--- config.mk ---
export PLATFORM = sky130hd
export DESIGN_NAME = div_hilo_ctrl
export DESIGN_NICKNAME = d
export VERILOG_FILES = /design/src/rtl/div_hilo_ctrl.sv
export SDC_FILE = /design/constraint.sdc
export NUM_CORES = 1
export LEC_CHECK = 0
export ABC_AREA = 0
export CAP_MARGIN = 5
export CORE_ASPECT_RATIO = 1.1
export CORE_MARGIN = 2
export CORE_UTILIZATION = 38
export DETAILED_ROUTE_END_ITERATION = 16
export GPL_ROUTABILITY_DRIVEN = 0
export MAX_ROUTING_LAYER = met4
export PLACE_DENSITY = 0.84
export SLEW_MARGIN = 40
export SYNTH_ARGS = -nofsm -noshare
export SYNTH_HDL_FRONTEND = slang
export SYNTH_SLANG_ARGS = --single-unit
--- constraint.sdc ---
create_clock -name clk -period 2.1 [get_ports clk]
set_clock_uncertainty 0.15 [all_clocks]
set_input_delay 0.525 -clock clk [delete_from_list [all_inputs] [get_ports clk]]
set_output_delay 0.525 -clock clk [all_outputs]
set_load 0.01 [all_outputs]
--- src/rtl/div_hilo_ctrl.sv ---
`default_nettype none
// ============================================================================
// div_hilo_ctrl : HI/LO registers, MTHI/MTLO writes and multicycle divider
//                 handshake (start/annul/stall) for the EX stage.  Rev 1.0
// ============================================================================
module div_hilo_ctrl #(
  parameter int ABORT_CYCLES = 2
) (
  input  logic        clk,
  input  logic        rst,
  input  logic        flush,
  input  logic        ex_valid_i,
  input  logic [2:0]  ex_op_i,
  input  logic        ex_stall_i,
  input  logic [31:0] rs_data_i,
  input  logic [31:0] rt_data_i,
  output logic        div_start_o,
  output logic        div_annul_o,
  output logic        div_signed_o,
  output logic [31:0] div_op1_o,
  output logic [31:0] div_op2_o,
  input  logic [63:0] div_result_i,
  input  logic        div_ready_i,
  output logic        stall_o,
  output logic [31:0] hi_o,
  output logic [31:0] lo_o
);

  localparam int              CNT_W    = (ABORT_CYCLES > 1) ? $clog2(ABORT_CYCLES) : 1;
  localparam logic [CNT_W-1:0] CNT_LAST = CNT_W'(ABORT_CYCLES - 1);

  localparam logic [2:0] OP_DIV  = 3'd1;
  localparam logic [2:0] OP_DIVU = 3'd2;
  localparam logic [2:0] OP_MTHI = 3'd3;
  localparam logic [2:0] OP_MTLO = 3'd4;

  localparam logic [1:0] ST_IDLE  = 2'd0;
  localparam logic [1:0] ST_BUSY  = 2'd1;
  localparam logic [1:0] ST_DONE  = 2'd2;
  localparam logic [1:0] ST_ABORT = 2'd3;

  logic [1:0]       state_q, state_d;
  logic             start_q, start_d;
  logic             annul_q, annul_d;
  logic             signed_q, signed_d;
  logic [31:0]      op1_q, op1_d;
  logic [31:0]      op2_q, op2_d;
  logic [31:0]      hi_q, hi_d;
  logic [31:0]      lo_q, lo_d;
  logic [CNT_W-1:0] cnt_q, cnt_d;
  logic             held_q, held_d;

  logic div_req;
  logic mt_ok;

  assign div_req = ex_valid_i & ((ex_op_i == OP_DIV) | (ex_op_i == OP_DIVU)) & ~flush;
  assign mt_ok   = ex_valid_i & ~flush & ~ex_stall_i;

  always_ff @(posedge clk or negedge rst) begin
    if (!rst) begin
      state_q  <= ST_IDLE;
      start_q  <= 1'b0;
      annul_q  <= 1'b0;
      signed_q <= 1'b0;
      op1_q    <= '0;
      op2_q    <= '0;
      hi_q     <= '0;
      lo_q     <= '0;
      cnt_q    <= '0;
      held_q   <= 1'b0;
    end else begin
      state_q  <= state_d;
      start_q  <= start_d;
      annul_q  <= annul_d;
      signed_q <= signed_d;
      op1_q    <= op1_d;
      op2_q    <= op2_d;
      hi_q     <= hi_d;
      lo_q     <= lo_d;
      cnt_q    <= cnt_d;
      held_q   <= held_d;
    end
  end

  always_comb begin
    state_d  = state_q;
    start_d  = start_q;
    annul_d  = annul_q;
    signed_d = signed_q;
    op1_d    = op1_q;
    op2_d    = op2_q;
    hi_d     = hi_q;
    lo_d     = lo_q;
    cnt_d    = cnt_q;
    held_d   = held_q;
    case (state_q)
      ST_IDLE: begin
        if (div_req) begin
          state_d  = ST_BUSY;
          start_d  = 1'b1;
          signed_d = (ex_op_i == OP_DIV);
          op1_d    = rs_data_i;
          op2_d    = rt_data_i;
        end else if (mt_ok) begin
          if (ex_op_i == OP_MTHI) hi_d = rs_data_i;
          if (ex_op_i == OP_MTLO) lo_d = rs_data_i;
        end
      end
      ST_BUSY: begin
        if (flush) begin
          state_d = ST_ABORT;
          start_d = 1'b0;
          annul_d = 1'b1;
          cnt_d   = '0;
        end else if (div_ready_i) begin
          state_d = ST_DONE;
          start_d = 1'b0;
          hi_d    = div_result_i[63:32];
          lo_d    = div_result_i[31:0];
          // A downstream stall keeps the divide itself in EX during DONE.
          held_d  = ex_stall_i;
        end
      end
      ST_DONE: begin
        if (flush) begin
          state_d = ST_ABORT;
          annul_d = 1'b1;
          cnt_d   = '0;
        end else if (!ex_stall_i) begin
          state_d = ST_IDLE;
        end
      end
      default: begin
        if (cnt_q == CNT_LAST) begin
          state_d = ST_IDLE;
          annul_d = 1'b0;
        end else begin
          cnt_d = cnt_q + CNT_W'(1);
        end
      end
    endcase
  end

  // Stall is forced low while reset is held, independent of the inputs.
  always_comb begin
    stall_o = 1'b0;
    if (rst) begin
      case (state_q)
        ST_IDLE: stall_o = div_req;
        ST_BUSY: stall_o = ~div_ready_i;
        ST_DONE: stall_o = div_req & ~held_q;
        default: stall_o = div_req;
      endcase
    end
  end

  assign div_start_o  = start_q;
  assign div_annul_o  = annul_q;
  assign div_signed_o = signed_q;
  assign div_op1_o    = op1_q;
  assign div_op2_o    = op2_q;
  assign hi_o         = hi_q;
  assign lo_o         = lo_q;

endmodule
`default_nettype wire

After elaboration in Yosys (flattened, before gate mapping)
Index checks and enable logic that the tools add are counted.
{ "classes": {"bitwise_logic": 11, "eq_ne": 16, "n_reduce_logical": 13, "n_addsub": 1, "muxes": 31} }
{ "op_table": {"columns": ["cell", "n"], "rows": [
  ["$mux W32", 10],
  ["$pmux W32 S2", 2],
  ["$ne A2 B2 Y1 const B", 7],
  ["$mux W2", 6],
  ["$reduce_and A6 Y1", 2],
  ["$reduce_and A3 Y1", 3],
  ["$mux W1", 8],
  ["$pmux W1 S2", 4],
  ["$eq A3 B2 Y1 const B", 2],
  ["$ne A3 B3 Y1 const B", 2],
  ["$pmux W2 S3", 1],
  ["$and A1 B1 Y1", 5],
  ["$not A1 Y1", 5],
  ["$reduce_and A2 Y1", 2],
  ["$reduce_and A4 Y1", 1],
  ["$reduce_bool A2 Y1", 2],
  ["$reduce_bool A4 Y1", 1],
  ["$eq A3 B1 Y1 const B", 1],
  ["$eq A3 B3 Y1 const B", 1],
  ["$eq A2 B1 Y1 const B", 1],
  ["$eq A2 B2 Y1 const B", 1],
  ["$logic_not A2 Y1", 1],
  ["$ne A2 B1 Y1 const B", 1],
  ["$reduce_or A2 Y1", 1],
  ["2 further kinds", 2]
]} }
{ "totals": {"inputBits": 137, "ff_bits": 135, "elab_cells": 82, "output_inout_bits": 132} }

Longest topological paths before layout
{ "depth": {"ltp_word": 7, "mapped_depth": 8, "mapped_depth_nobuf": 6} }

Worst setup path after synthesis
OpenSTA, ideal clock, no wires.
{ "synth_path": {"path_type": "reg2reg", "startpoint": "register state_q[0]", "endpoint": "register lo_q[10], in the netlist lo_o[10]", "n_path_buf": 2, "slack_ns": 0.047, "stages_incl_launch_ff": 8, "period_less_slack_ns": 2.053, "t_arrival_ns": 1.778, "setup_time_ns": 0.125, "required_time_ns": 1.825, "path_cell_list": "dfrtp_1 ha_1 buf_2 nor2b_1 nor2_1 o2111ai_2 buf_6 mux2_4"} }
{ "synth_via": {"elab_chain_len": 3, "elab_cells_between_ends": 10, "cone_classes": "6 x eq/ne; 1 x mux; 3 x reduce/logical"} }
{ "synth_rtl": {"columns": ["element", "line", "source"], "rows": [
  ["from (decl)", "42", "logic [1:0] state_q, state_d;"],
  ["from (signal assigned)", "72", "state_q <= state_d;"],
  ["$eq A2 B1 Y1 / $logic_not A2 Y1 (equally long branches)", "96", "case (state_q)"],
  ["$ne A2 B2 Y1 (no source line) / $reduce_bool A2 Y1 (equally long branches)", null, null],
  ["$reduce_and A6 Y1 (no source line)", null, null],
  ["to (signal assigned)", "79", "lo_q <= lo_d;"],
  ["to (decl)", "49", "logic [31:0] lo_q, lo_d;"]
]} }
Parallel ways exist; a longest one is shown, timed or not.
A chain may end at the register's enable or synchronous reset.

Worst setup path in the final report
{ "layout_path": {"startpoint": "register state_q[1]", "endpoint": "output stall_o"} }
{ "layout_via": {"elab_chain_len": 3, "elab_cells_between_ends": 4, "cone_classes": "2 x eq/ne; 2 x mux"} }
{ "layout_rtl": {"columns": ["element", "line", "source"], "rows": [
  ["$eq A2 B2 Y1 / $eq A2 B1 Y1 (equally long branches)", "148", "case (state_q)"],
  ["$pmux W1 S2 (*)", "148", null],
  ["$mux W1 (*)", "147", "if (rst) begin"],
  ["to (decl)", "24", "output logic stall_o,"]
]} }
Mark *: on every way between the ends. The rest lies on a longest branch, timed or not.

==> flow_results.xml <==
<?xml version="1.0" encoding="UTF-8"?>
<metrics>
  <group name="clocking">
    <metric name="cts_tree" unit="">done</metric>
    <metric name="clk_path_buf_depth" unit="">2</metric>
    <metric name="clkLatencyLatePin" unit="ns">0.42</metric>
    <metric name="clock_sink_count" unit="">135</metric>
    <metric name="clkSlewWorstSetupHoldPaths" unit="ns">0.05</metric>
    <metric name="clk_root_buffer_cell" unit="">sky130_fd_sc_hd__clkbuf_16</metric>
    <metric name="h-tree-depth" unit="">4</metric>
    <metric name="hold_buffers" unit="">0</metric>
    <metric name="numCtsBuffers" unit="">17</metric>
  </group>
  <group name="grt">
    <metric name="number_of_global_route_vias_before_repair" unit="">5229</metric>
    <metric name="grt_first_pass_wirelength" unit="um">29200</metric>
    <metric name="grt_max_degree" unit="">136</metric>
    <metric name="total_overflow_reported_by_the_global_router" unit="">0</metric>
    <metric name="grt_antenna_before_repair" unit="">0</metric>
    <metric name="grt_usage" unit="">0.225</metric>
  </group>
  <group name="critical_path">
    <metric name="crit_path_top_delay_cell" unit="">sky130_fd_sc_hd__dfrtp_2</metric>
    <metric name="timing_worst_setup_path_type" unit="">reg2out</metric>
    <metric name="cp_slowest_stage_delay" unit="ns">0.45</metric>
    <metric name="worstSetupEndpointType" unit="">output port</metric>
    <metric name="worst_reg_to_reg_cells" unit="">10</metric>
    <metric name="r2r-start" unit="">state_q[0]</metric>
    <metric name="worstReg2RegEnd" unit="">lo_o[11]</metric>
    <metric name="worst-path-max-fanout" unit="">3</metric>
    <metric name="worst_setup_path_endpoint" unit="">stall_o</metric>
    <metric name="critical_path.startpoint_type" unit="">register</metric>
    <metric name="path_cells" unit="">inv_4 -&gt; ha_4 -&gt; buf_4 -&gt; a22oi_2 -&gt; nor2b_1 -&gt; buf_2</metric>
    <metric name="crit_required" unit="ns">1.42</metric>
    <metric name="data_arrival_at_the_endpoint_of_the_critical_path" unit="ns">1.63</metric>
    <metric name="slack_of_the_worst_reg_to_reg_path" unit="ns">-0.07</metric>
    <metric name="crit_start" unit="">state_q[1]</metric>
  </group>
  <group name="final_layout">
    <metric name="nNetsFinal" unit="">963</metric>
    <metric name="post_route_cells_drive_above_1_share" unit="">0.282</metric>
    <metric name="final.fill_count" unit="">1173</metric>
    <metric name="area_growth_from_synthesis_to_layout" unit="%">66.2</metric>
    <metric name="layout.cell_area.non_filler" unit="sq um">10300</metric>
    <metric name="n_antenna_cell" unit="">0</metric>
    <metric name="stdcell_count" unit="">1034</metric>
  </group>
  <group name="sta">
    <metric name="relSlewSlack" unit="">0.510</metric>
    <metric name="final.period_utilization" unit="">1.10</metric>
    <metric name="hold_violations" unit="">0</metric>
    <metric name="setup_slack" unit="ns">-0.206</metric>
    <metric name="setup_viol_count_final" unit="">37</metric>
    <metric name="timing_worst_slew_pin_value" unit="ns">0.734</metric>
    <metric name="slew_viol_final" unit="">0</metric>
    <metric name="timing.final.crit_period" unit="ns">2.31</metric>
    <metric name="fmax" unit="MHz">434</metric>
    <metric name="finalSetupTns" unit="ns">-1.81</metric>
    <metric name="final.hold.worst_slack" unit="ns">0.0937</metric>
    <metric name="grt_setup_unrepaired" unit="">true</metric>
  </group>
  <group name="die">
    <metric name="starting_density_of_the_core" unit="">0.391</metric>
    <metric name="die_w" unit="um">126</metric>
    <metric name="y_dimension_of_the_die" unit="um">138</metric>
    <metric name="io_pins" unit="">269</metric>
    <metric name="core_area" unit="sq um">15900</metric>
    <metric name="core.rowCount" unit="">48</metric>
    <metric name="die_area" unit="sq um">17400</metric>
  </group>
  <group name="power_and_ir_drop">
    <metric name="power.density" unit="nW/um^2">1490</metric>
    <metric name="static-leakage-power" unit="uW">0.00491</metric>
    <metric name="max-vdd-ir-drop" unit="mV">0.855</metric>
  </group>
  <group name="yosys">
    <metric name="mappedNetlistArea" unit="sq um">6200</metric>
    <metric name="number_of_enable_flip_flop_cells_after_synthesis" unit="">0</metric>
    <metric name="yosys.area.top_type_share" unit="">0.545</metric>
    <metric name="ys_top_cells_by_count" unit="">164 x sky130_fd_sc_hd__nand2_1, 135 x sky130_fd_sc_hd__dfrtp_1, 68 x sky130_fd_sc_hd__mux2_4, 60 x sky130_fd_sc_hd__mux2_2</metric>
    <metric name="synthDominantAreaCellType" unit="">sky130_fd_sc_hd__dfrtp_1</metric>
    <metric name="postSynth.asyncResetShare" unit="">1.00</metric>
    <metric name="synth_area_per_cell" unit="sq um">12.4</metric>
    <metric name="syn_inst" unit="">502</metric>
    <metric name="synth.net_count" unit="">643</metric>
    <metric name="yosysWarningCount" unit="">0</metric>
    <metric name="synth-seq-cells" unit="">135</metric>
    <metric name="yosys.cell_count.top_type" unit="">sky130_fd_sc_hd__nand2_1</metric>
    <metric name="ys_dominant_reg_cell" unit="">sky130_fd_sc_hd__dfrtp_1</metric>
    <metric name="synth.lib_cells_used.distinct" unit="">33</metric>
    <metric name="ys_top_cells_by_area" unit="">sky130_fd_sc_hd__dfrtp_1 54%, sky130_fd_sc_hd__mux2_4 16%, sky130_fd_sc_hd__mux2_2 11%</metric>
    <metric name="seq_area_frac_synth" unit="">0.545</metric>
  </group>
  <group name="placement">
    <metric name="pre_cts_setup_slack" unit="ns">-0.787</metric>
    <metric name="dp.final_hpwl" unit="um">12800</metric>
    <metric name="port_buffers" unit="">268</metric>
    <metric name="placement.cell_area" unit="sq um">9350</metric>
    <metric name="place.detailed.instances" unit="">981</metric>
  </group>
  <group name="drt">
    <metric name="drtAntennaViolNets" unit="">0</metric>
    <metric name="postRouteWirelength" unit="um">19000</metric>
    <metric name="wire_per_inst" unit="um">18.4</metric>
    <metric name="drt_first_pass_iters" unit="">4</metric>
    <metric name="drt_first_iter_violations" unit="">214</metric>
    <metric name="routed-via-count" unit="">5017</metric>
    <metric name="vias_per_cell" unit="">4.85</metric>
    <metric name="drt_drc_violations_left" unit="">0</metric>
  </group>
  <group name="hold_path">
    <metric name="holdCritPathClass" unit="">in2async</metric>
  </group>
  <group name="run_status">
    <metric name="outcome" unit="">finished with violations</metric>
    <metric name="failed_checks" unit="">negative setup slack</metric>
  </group>
  <group name="flow_run">
    <metric name="maxCapViolCount" unit="">0</metric>
  </group>
</metrics>
==> stage by stage <==
stage          utilization  total power [uW]
4_1_cts              0.652             15400
6_report             0.650             15300
3_3_place_gp         0.589             11600
3_5_place_dp         0.589             11800
5_1_grt              0.650             16200
2_1_floorplan            -              7960
==> power breakdown <==
part / internal [uW] / total [uW] / switching, uW
Combinational: 4800 / 7910 / 3110
Sequential: 3870 / 4580 / 717
Clock: 1730 / 2850 / 1120
Total: 10400 / 15300 / 4940
==> per-layer routing <==
metal  vias up  part of all wire  GRT usage
li1       2315                 -          -
met1      2488              0.41      0.268
met2       176              0.51      0.380
met3        38             0.047     0.0448
met4         0             0.031     0.0934
met5         -                 0          -
==> sequential cells by signal, indices dropped and copies added (netlist names) <==
name,cells
div_start_o,1
div_signed_o,1
div_op2_o,32
hi_o,32
state_q,2
held_q,1
div_op1_o,32
lo_o,32
div_annul_o,1
cnt_q,1
==> layout make-up <==
cell class / count / area, sq um / share of cell area
flip-flops and latches: 135 / 3380 / 0.328
repair buffers: 326 / 3330 / 0.323
multi-input cells: 334 / 2760 / 0.268
clock buffers: 22 / 444 / 0.0431
well taps: 200 / 250 / 0.0243
clock inverters: 9 / 104 / 0.0101
inverters: 8 / 37.5 / 0.00364
==> what timing repair did <==
action,CTS,global route
gates resized for setup,44,15
setup endpoints to repair,66,66
setup buffers,15,5
cloned,7,0
pin swaps,8,8
==> worst min-delay path by stage <==
stage | slack [ns] | endpoint
finish | 0.09 | hi_o[29]
CTS | 0.15 | hi_o[0]
detailed placement | 0.31 | div_signed_o
floorplan | 0.08 | cnt_q
global route | 0.17 | hi_o[29]
global placement | 0.33 | hi_o[24]
==> worst max-delay path: cells and delay by family (launching register included) <==
| family | cells | cell delay (ns) |
|---|---|---|
| adder cells (fa/ha/maj) | 1 | 0.21 |
| buffers and inverters | 3 | 0.37 |
| AND/OR/NAND/NOR | 1 | 0.07 |
| AO/OA/AOI/OAI | 1 | 0.12 |
| flip-flops | 1 | 0.45 |
==> kinds of logic (layout without fill, tap and decap cells) <==
group	count (synthesis)	count (layout)	share of synthesized area
compound gates	17	17	0.0190
xor+xnor	1	1	0.00141
fa+ha+maj	4	4	0.00807
buf+inv	33	365	0.0323
flops	135	135	0.545
mux	130	130	0.277
simple gates	182	182	0.117
==> placed cells by master (no fill, tap or decap), types with 3 or more instances in the layout <==
master	n
sky130_fd_sc_hd__a21oi_1	4
sky130_fd_sc_hd__buf_12	8
sky130_fd_sc_hd__buf_16	4
sky130_fd_sc_hd__buf_4	35
sky130_fd_sc_hd__buf_6	12
sky130_fd_sc_hd__clkbuf_1	5
sky130_fd_sc_hd__clkbuf_16	17
sky130_fd_sc_hd__clkdlybuf4s50_1	263
sky130_fd_sc_hd__clkinv_2	4
sky130_fd_sc_hd__dfrtp_1	134
sky130_fd_sc_hd__dlygate4sd2_1	3
sky130_fd_sc_hd__ha_4	3
sky130_fd_sc_hd__inv_1	4
sky130_fd_sc_hd__inv_4	3
sky130_fd_sc_hd__mux2_2	56
sky130_fd_sc_hd__mux2_4	74
sky130_fd_sc_hd__nand2_1	164
sky130_fd_sc_hd__nor2_1	3
sky130_fd_sc_hd__o21ai_0	4
No activity file was read; power rests on OpenSTA's default activity.
